$ cat src/rtl/mips_bus_arbiter.sv
// Two-master / one-slave Avalon-style bus arbiter for the MIPS CPU.
// M0 = instruction fetch, M1 = load/store. Round-robin on ties, each grant
// is held until the slave completes the transfer or the master abandons it.
// A stall counter flags slaves that hold waitrequest for too long.
//
// state  | meaning
// -------+--------------------------------------------------------------
// IDLE   | nobody owns the bus, slave outputs parked at 0
// GNT0   | M0 owns the bus, slave side mirrors M0
// GNT1   | M1 owns the bus, slave side mirrors M1
module mips_bus_arbiter #(
  parameter int unsigned TIMEOUT = 1000
) (
  input  logic        clk,
  input  logic        reset,
  input  logic        m0_read,
  input  logic        m0_write,
  input  logic [31:0] m0_address,
  input  logic [31:0] m0_writedata,
  input  logic [3:0]  m0_byteenable,
  output logic [31:0] m0_readdata,
  output logic        m0_waitrequest,
  input  logic        m1_read,
  input  logic        m1_write,
  input  logic [31:0] m1_address,
  input  logic [31:0] m1_writedata,
  input  logic [3:0]  m1_byteenable,
  output logic [31:0] m1_readdata,
  output logic        m1_waitrequest,
  output logic        read,
  output logic        write,
  output logic [31:0] address,
  output logic [31:0] writedata,
  output logic [3:0]  byteenable,
  input  logic [31:0] readdata,
  input  logic        waitrequest,
  output logic [1:0]  grant,
  output logic        timeout_err
);

  typedef enum logic [1:0] {
    S_IDLE = 2'd0,
    S_GNT0 = 2'd1,
    S_GNT1 = 2'd2
  } state_t;

  localparam logic [15:0] LP_TIMEOUT = 16'(TIMEOUT);
  localparam logic [15:0] LP_CNT_MAX = 16'hFFFF;

  state_t      r_state;
  state_t      w_state_nxt;
  logic        r_last;          // 0 = M0 granted most recently, 1 = M1
  logic        w_last_nxt;
  logic [15:0] r_stall_cnt;
  logic [15:0] w_stall_cnt_nxt;
  logic        r_timeout_err;
  logic        w_timeout_nxt;
  logic [1:0]  r_grant;

  logic        w_m0_req;
  logic        w_m1_req;
  logic [15:0] w_stall_inc;

  assign w_m0_req    = m0_read | m0_write;
  assign w_m1_req    = m1_read | m1_write;
  assign w_stall_inc = (r_stall_cnt == LP_CNT_MAX) ? r_stall_cnt : r_stall_cnt + 16'd1;

  assign grant       = r_grant;
  assign timeout_err = r_timeout_err;

  // State, round-robin pointer, stall counter and sticky timeout flag.
  always_ff @(posedge clk or negedge reset) begin
    if (!reset) begin
      r_state       <= S_IDLE;
      r_last        <= 1'b1;
      r_stall_cnt   <= '0;
      r_timeout_err <= 1'b0;
      r_grant       <= 2'b00;
    end else begin
      r_state       <= w_state_nxt;
      r_last        <= w_last_nxt;
      r_stall_cnt   <= w_stall_cnt_nxt;
      r_timeout_err <= w_timeout_nxt;
      r_grant       <= {w_state_nxt == S_GNT1, w_state_nxt == S_GNT0};
    end
  end

  // Next-state: arbitration in IDLE, completion/handoff/abandon in GNTx.
  // The stall counter only survives an edge that keeps the same owner stalled;
  // every other edge (entry, completion, abandon, idle) leaves it at zero.
  always_comb begin
    w_state_nxt     = r_state;
    w_last_nxt      = r_last;
    w_stall_cnt_nxt = '0;
    w_timeout_nxt   = r_timeout_err;
    case (r_state)
      S_IDLE: begin
        if (w_m0_req && w_m1_req) begin
          w_state_nxt = r_last ? S_GNT0 : S_GNT1;
          w_last_nxt  = ~r_last;
        end else if (w_m0_req) begin
          w_state_nxt = S_GNT0;
          w_last_nxt  = 1'b0;
        end else if (w_m1_req) begin
          w_state_nxt = S_GNT1;
          w_last_nxt  = 1'b1;
        end
      end
      S_GNT0: begin
        if (!w_m0_req) begin
          w_state_nxt = S_IDLE;
        end else if (!waitrequest) begin
          if (w_m1_req) begin
            w_state_nxt = S_GNT1;
            w_last_nxt  = 1'b1;
          end else begin
            w_state_nxt = S_IDLE;
          end
        end else begin
          w_stall_cnt_nxt = w_stall_inc;
          if (w_stall_inc >= LP_TIMEOUT) w_timeout_nxt = 1'b1;
        end
      end
      S_GNT1: begin
        if (!w_m1_req) begin
          w_state_nxt = S_IDLE;
        end else if (!waitrequest) begin
          if (w_m0_req) begin
            w_state_nxt = S_GNT0;
            w_last_nxt  = 1'b0;
          end else begin
            w_state_nxt = S_IDLE;
          end
        end else begin
          w_stall_cnt_nxt = w_stall_inc;
          if (w_stall_inc >= LP_TIMEOUT) w_timeout_nxt = 1'b1;
        end
      end
      default: w_state_nxt = S_IDLE;
    endcase
  end

  // Bus steering: the owner is mirrored to the slave, everyone else stalls.
  // A simultaneous read+write is forwarded as a write only.
  always_comb begin
    read           = 1'b0;
    write          = 1'b0;
    address        = '0;
    writedata      = '0;
    byteenable     = '0;
    m0_readdata    = '0;
    m1_readdata    = '0;
    m0_waitrequest = w_m0_req;
    m1_waitrequest = w_m1_req;
    case (r_state)
      S_GNT0: begin
        read           = m0_read & ~m0_write;
        write          = m0_write;
        address        = m0_address;
        writedata      = m0_writedata;
        byteenable     = m0_byteenable;
        m0_readdata    = readdata;
        m0_waitrequest = waitrequest;
      end
      S_GNT1: begin
        read           = m1_read & ~m1_write;
        write          = m1_write;
        address        = m1_address;
        writedata      = m1_writedata;
        byteenable     = m1_byteenable;
        m1_readdata    = readdata;
        m1_waitrequest = waitrequest;
      end
      default: ;
    endcase
  end

endmodule
$ cat config.mk
export PLATFORM = sky130hd
export DESIGN_NAME = mips_bus_arbiter
export DESIGN_NICKNAME = d
export VERILOG_FILES = /design/src/rtl/mips_bus_arbiter.sv
export SDC_FILE = /design/constraint.sdc
export NUM_CORES = 1
export LEC_CHECK = 0
export ABC_AREA = 0
export CORE_AREA = 2 2 121 123
export DETAILED_ROUTE_END_ITERATION = 8
export DIE_AREA = 0 0 123 125
export GPL_ROUTABILITY_DRIVEN = 0
export SLEW_MARGIN = 30
export SYNTH_ARGS = -nofsm -noshare
export SYNTH_HDL_FRONTEND = slang
export SYNTH_SLANG_ARGS = --single-unit
export TNS_END_PERCENT = 1
$ cat constraint.sdc
create_clock -name clk -period 2.6 [get_ports clk]
set_input_delay 0.26 -clock clk [delete_from_list [all_inputs] [get_ports clk]]
set_output_delay 0.26 -clock clk [all_outputs]
set_load 0.05 [all_outputs]
After elaboration in Yosys (flattened, before gate mapping). Index checks and enable logic that the tools add are counted.

Input bits: 175. Bits in registers: 22. Output and inout port bits: 139. Word-level logic and storage cells: 69.

Bitwise gates (word level): 7. Add/sub/neg operators: 1. Mux-type cells: 39. Magnitude comparators: 1. Reductions and logical operators: 6. Equality and inequality tests: 10.

Operators with widths (number): case mux 32 bit (2 select lines) (2); 2-to-1 mux 16 bit (4); 2-to-1 mux 32 bit (2); case mux 16 bit (2 select lines) (1); 2-to-1 mux 2 bit (9); adder 16 x 1 -> 16 bit, second input constant (1); == test 16 bit, second input constant (1); greater-or-equal comparator 16 x 10 -> 1 bit, second input constant (1); 2-to-1 mux 1 bit (15); inequality test 2 bit, second input constant (5); case mux 4 bit (2 select lines) (1); case mux 1 bit (2 select lines) (3); case mux 2 bit (3 select lines) (1); AND reduction 6 bit (1); == test 2 x 1 -> 1 bit, second input constant (2); == test 2 bit, second input constant (2); NOT 1 bit (3); case mux 1 bit (3 select lines) (1); AND reduction 3 bit (1); nonzero test 3 bit (1); bitwise AND 1 bit (2); logical NOT 2 bit (1); OR 1 bit (2); nonzero test 2 bit (1); logical AND 1 bit (1).

Logic depth before layout (Yosys ltp). Gate-level depths: netlist of the first run.

Depth after elaboration: 7. Gate-level depth with buffers: 9. Mapped depth without buffers: 8.

Least setup slack after synthesis of the first run. No wires, ideal clock.

Path type: register to output. Start point: register r_state[1]. End point: output m0_waitrequest. Buffers on the path: 3. Arrival time: 2.264 ns. Stages on the path, launching flop included: 8. Setup slack: 0.076 ns. Cells stage by stage: dfrtp_1 inv_1 ha_1 clkbuf_1 clkbuf_1 clkbuf_1 nor3_1 a21oi_1.

Word-level cells in the longest chain between the ends: 2.

Ends and longest elaborated chain: start: declaration (line 50) `state_t r_state;`; start signal: assignment (line 80) `r_state <= w_state_nxt;`; == test 2 x 1 -> 1 bit (line 155) `case (r_state)`; 2-to-1 mux 1 bit (line 155); end: declaration (line 22) `output logic m0_waitrequest,`.

No other way between the ends.

Worst setup path in the final report of the first run.
Start point: register r_state[0]. End point: output writedata[8].

Word-level cells in the longest chain between the ends: 2. Elaborated cells between the ends (all ways): 3.

Ends and longest elaborated chain: == test 2 bit / == test 2 x 1 -> 1 bit (equally long branches) (line 155); case mux 32 bit (2 select lines) * (line 155); end: declaration (line 33) `output logic [31:0] writedata,`.

Every way passes the cells marked *; elsewhere a longest branch is shown, timed or not.

==> results.sh, run 1 <==
export IMPL_p_leak_nw=2.93
export IMPL_ctsResizeCount=0
export IMPL_skew_ns=0.00267
export IMPL_fin_crit_sh=0.928
export IMPL_endpoint_kind="output pin"
export IMPL_row_count=44
export IMPL_ys_types=44
export IMPL_die_x_um=123
export IMPL_io_pins=314
export IMPL_final_cell_mix="clkdlybuf4s50_1 (177), buf_12 (140), nor2b_1 (70), a22oi_1 (69), and2_1 (67)"
export IMPL_core_area_um2=14200
export IMPL_worstPathArrival_ns=2.15
export IMPL_dominantRegCellSynth="dfrtp_1"
export IMPL_peakVddDrop_uv=473
export IMPL_outcome="complete, no violations"
export IMPL_ys_seq_area_frac=0.187
export IMPL_first_iter_violations=224
export IMPL_met1_usage=0.220
export IMPL_worstMarginPinSlew_ns=0.556
export IMPL_synth_async_reset_ratio=1.00
export IMPL_synthCells=405
export IMPL_fin_nets=873
export IMPL_dp_hpwl_um=13600
export IMPL_hold_viol_final=0
export IMPL_start_util=0.208
export IMPL_worstSetupStartpointType="flip-flop"
export IMPL_cts_sinks=22
export IMPL_netlist_area_leader_share=0.178
export IMPL_maxCapViolCount=0
export IMPL_final_common_cell="clkdlybuf4s50_1"
export IMPL_yosys_warnings=0
export IMPL_die_area_um2=15400
export IMPL_p_per_area_nw_per_um2=1090
export IMPL_slew_violations=0
export IMPL_grt_start_max_net_pins=46
export IMPL_place_area_um2=7650
export IMPL_final_util=0.545
export IMPL_port_buffers=313
export IMPL_setup_viol=0
export IMPL_critical_path_max_fanout=36
export IMPL_layoutNonFillerInstCount=877
export IMPL_synth_nets=586
export IMPL_overflow=0
export IMPL_synth_top_area_cell="dfrtp_1"
export IMPL_cts_tree="yes"
export IMPL_cts_htree_levels=1
export IMPL_use_met3=0.0511
export IMPL_first_global_vias=4098
export IMPL_totalWireLength_um=16300
export IMPL_dp_cells=871
export IMPL_drc=0
export IMPL_grt_use_met2=0.387
export IMPL_grt_usage=0.202
export IMPL_min_path_type="primary input to async pin"
export IMPL_route_vias_total=4108
export IMPL_numCtsBuffers=3
export IMPL_die_h_um=125
export IMPL_grt_most_used_layer="met2"
export IMPL_ant_nets=0
export IMPL_insertion_delay_ns=0.25
export IMPL_fmax_mhz=415
export IMPL_synth_seq_cells=22
export IMPL_rsz0062_at_grt="no"
export IMPL_grt_pass1_wl_um=24400
export IMPL_post_cts_buffers=0
export IMPL_syn2layout_area_growth_pct=162
export IMPL_critPathKind="flip-flop to output pin"
export IMPL_avgRoutedWirePerCell_um=18.6
export IMPL_vias_per_cell=4.68
export IMPL_final_area_um2=7740
export IMPL_cts_path_max_buffers=2
export IMPL_slew_limit_headroom=0.628
export IMPL_root_buffer="clkbuf_16"
export IMPL_synth_edf_count=0
export IMPL_antenna_found_initial=2
export IMPL_fin_tns_setup_ns=0
export IMPL_yosys_top_cells_area="dfrtp_1 (18%), a22oi_1 (18%), nor2b_1 (15%)"
export IMPL_required_ns=2.34
export IMPL_firstDrtPassIters=4
export IMPL_synth_avg_cell_area_um2=7.29
export IMPL_drive_gt1_frac=0.226
export IMPL_cts_hold_fix_buffers=0
export IMPL_clk_pin_slew_ns=0.06
export IMPL_syn_cell_area_um2=2950
export IMPL_period_minus_slack_ns=2.41
-- critical path, cell delays in order (launching register included) --
cell     delay [ns]
dfrtp_1        0.45
inv_1          0.15
ha_4           0.43
buf_12         0.25
a22oi_1        0.16
nor2b_1        0.26
buf_12         0.17
-- synth_stat cells (3+ instances only) --
| cell | count |
|---|---|
| xnor2_1 | 6 |
| o21ai_0 | 7 |
| a22oi_1 | 69 |
| nor2b_1 | 70 |
| a21oi_1 | 10 |
| nor2_1 | 25 |
| and3_1 | 3 |
| nand3_1 | 10 |
| and4_1 | 4 |
| nor3_1 | 6 |
| nand2_1 | 17 |
| and2_1 | 67 |
| xor2_1 | 5 |
| dfrtp_1 | 21 |
| nand4_1 | 4 |
| inv_1 | 3 |
| ha_1 | 6 |
| clkbuf_1 | 33 |
| a31oi_1 | 5 |
-- power breakdown --
group	switching (mW)	internal, mW
clock	0.119	0.235
combinational	4.13	3.51
sequential	0.0397	0.387
total	4.28	4.13
-- cells by family after synthesis --
| group | count (synthesis) | synth area share |
|---|---|---|
| flops | 22 | 0.187 |
| xor+xnor | 11 | 0.0326 |
| simple gates | 212 | 0.422 |
| buf+inv | 43 | 0.0631 |
| compound gates | 109 | 0.263 |
| mux | 2 | 0.00678 |
| fa+ha+maj | 6 | 0.0254 |
-- layer usage --
metal	part of all wire	routed length, um
met1	0.36	5930
met3	0.086	1410
met2	0.54	8770
met4	0.012	197
met5	0	0
-- layout make-up --
type                       instances  area [um^2]
tap                              184          230
sequential                        22          552
antenna                            2         5.00
multi-input combinational        340         2240
timing repair buffer             322         4610
inverter                           3         11.3
fill                            1212         6460
clock buffer                       4         88.8
-- stage by stage --
stage	worst slack, ns	hold slack, ns	power [mW]
floorplan	0.0757	-0.0356	4.30
global placement	0.501	0.508	8.06
detailed placement	0.373	0.514	8.11
CTS	0.188	0.367	8.48
global route	0.0888	0.387	8.75
finish	0.188	0.350	8.42
-- worst paths after layout --
path	slack, ns	start	end	cells after the start
worst max-delay path	0.19	r_state[0]	writedata[8]	6
worst min-delay path	0.35	reset	r_stall_cnt[2]	2
worst max register to register	0.42	r_state[1]	r_stall_cnt[14]	6
worst min register to register	0.52	r_last	r_last	2
max in group asynchronous	1.98	reset	r_last	2
min in group clk	0.52	r_last	r_last	2
-- flip-flops by register name (all words and copies together) (netlist names) --
name / count
r_last: 1
r_state: 2
timeout_err: 1
grant: 2
r_stall_cnt: 16
Note: power is estimated with default switching activity, not from simulation.
==> inputs of run 2 (changes only) <==
--- a/config.mk
+++ b/config.mk
@@ -10,6 +10,7 @@
 export DETAILED_ROUTE_END_ITERATION = 8
 export DIE_AREA = 0 0 123 125
 export GPL_ROUTABILITY_DRIVEN = 0
+export MAX_ROUTING_LAYER = met4
 export SLEW_MARGIN = 30
 export SYNTH_ARGS = -nofsm -noshare
 export SYNTH_HDL_FRONTEND = slang
==> run 2 against run 1 <==
  * Wire length up 0.43%
  * Combinational power about the same
  * Worst setup slack worse by 0.0092 ns
  * Fmax down 0.38%
  * First-iteration DRC count unchanged
  * Register-to-register slack about the same
  * Via count about the same
  * Clock skew about the same
  * Final cell count unchanged
  * Sequential share of layout area unchanged
==> results.sh, run 2 (same netlist as run 1, synthesis figures left out) <==
export IMPL_cts_sinks=22
export IMPL_start_util=0.208
export IMPL_outcome="complete, no violations"
export IMPL_period_minus_slack_ns=2.42
export IMPL_vias_per_cell=4.69
export IMPL_rsz0062_at_grt="no"
export IMPL_root_buffer="clkbuf_16"
export IMPL_critPathKind="flip-flop to output pin"
export IMPL_peakVddDrop_uv=473
export IMPL_route_vias_total=4110
export IMPL_row_count=44
export IMPL_worstPathArrival_ns=2.16
export IMPL_totalWireLength_um=16400
export IMPL_cts_path_max_buffers=2
export IMPL_use_met3=0.0511
export IMPL_fill_cells=1212
export IMPL_required_ns=2.34
export IMPL_fmax_mhz=413
export IMPL_insertion_delay_ns=0.25
export IMPL_core_area_um2=14200
export IMPL_critical_path_max_fanout=36
export IMPL_avgRoutedWirePerCell_um=18.7
export IMPL_reg2reg_depth=6
export IMPL_largest_reg_flops=16
export IMPL_cts_htree_levels=1
export IMPL_worstSetupStartpointType="flip-flop"
export IMPL_post_cts_buffers=0
export IMPL_antenna_found_initial=2
export IMPL_final_util=0.545
export IMPL_ant_nets=0
export IMPL_drc=0
export IMPL_die_area_um2=15400
export IMPL_numCtsBuffers=3
export IMPL_grt_pass1_wl_um=24300
export IMPL_port_buffers=313
export IMPL_largest_register="r_stall_cnt"
export IMPL_first_global_vias=4101
export IMPL_min_path_type="primary input to async pin"
export IMPL_met1_usage=0.220
export IMPL_hold_viol_final=0
export IMPL_grt_usage=0.208
export IMPL_final_area_um2=7740
export IMPL_dp_hpwl_um=13600
export IMPL_dp_worst_setup_slack_ns=0.373
export IMPL_slew_limit_headroom=0.628
export IMPL_clk_pin_slew_ns=0.06
export IMPL_p_leak_nw=2.93
export IMPL_ctsResizeCount=0
export IMPL_grt_use_met2=0.387
export IMPL_holdWs_ns=0.351
export IMPL_skew_ns=0.00278
export IMPL_fin_nets=873
export IMPL_firstDrtPassIters=4
export IMPL_slew_violations=0
export IMPL_cts_hold_fix_buffers=0
export IMPL_maxCapViolCount=0
export IMPL_cts_tree="yes"
export IMPL_grt_most_used_layer="met2"
export IMPL_final_cell_mix="clkdlybuf4s50_1 (177), buf_12 (140), nor2b_1 (70), a22oi_1 (69), and2_1 (67)"
export IMPL_fin_tns_setup_ns=0
export IMPL_worstMarginPinSlew_ns=0.556
export IMPL_endpoint_kind="output pin"
export IMPL_fin_crit_sh=0.931
export IMPL_place_area_um2=7650
export IMPL_final_common_cell="clkdlybuf4s50_1"
export IMPL_setup_viol=0
export IMPL_overflow=0
export IMPL_first_iter_violations=224
export IMPL_drive_gt1_frac=0.226
export IMPL_die_h_um=125
export IMPL_io_pins=314
export IMPL_grt_start_max_net_pins=46
export IMPL_syn2layout_area_growth_pct=162
export IMPL_finalWorstSetupSlack_ns=0.178
export IMPL_p_per_area_nw_per_um2=1090
export IMPL_die_x_um=123
run 2: cell counts in the layout (fill, tap and decap cells not counted):
Identical to the previous run, type by type.
run 2: metal layers:
metal	share of wire	wire [um]
met3	0.085	1390
met5	0	0
met2	0.54	8810
met4	0.012	189
met1	0.37	5980
run 2: metrics by stage:
step / std cells / power [mW]
3_5_place_dp: 871 / 8.11
5_1_grt: 877 / 8.75
6_report: 877 / 8.42
2_1_floorplan: 405 / 4.30
4_1_cts: 875 / 8.48
3_3_place_gp: 871 / 8.06
run 2: path summary, 6_finish.rpt:
kind	slack, ns	end	from
setup / recovery	0.18	address[6]	r_state[0]
max in group asynchronous	1.97	r_last	reset
min in group clk	0.52	r_last	r_last
setup reg to reg	0.41	timeout_err	r_stall_cnt[4]
hold / removal	0.35	r_stall_cnt[2]	reset
hold reg to reg	0.52	r_last	r_last
run 2: critical path, stage by stage, from the launching register on:
cell     delay, ns
dfrtp_1       0.45
inv_1         0.15
ha_4          0.43
buf_12        0.25
a22oi_1       0.17
nor2b_1       0.25
buf_12        0.17
run 2: where the power goes:
part	internal [mW]	switching, mW	total [mW]
Combinational	3.51	4.13	7.64
Clock	0.235	0.118	0.353
Sequential	0.387	0.0396	0.427
run 2: area by class of cell:
class / count / area (um^2) / area share
well taps: 184 / 230 / 0.0297
diodes: 2 / 5.00 / 0.000646
inverters: 3 / 11.3 / 0.00145
repair buffers: 322 / 4610 / 0.596
clock buffers: 4 / 88.8 / 0.0115
flip-flops and latches: 22 / 552 / 0.0713
multi-input cells: 340 / 2240 / 0.290
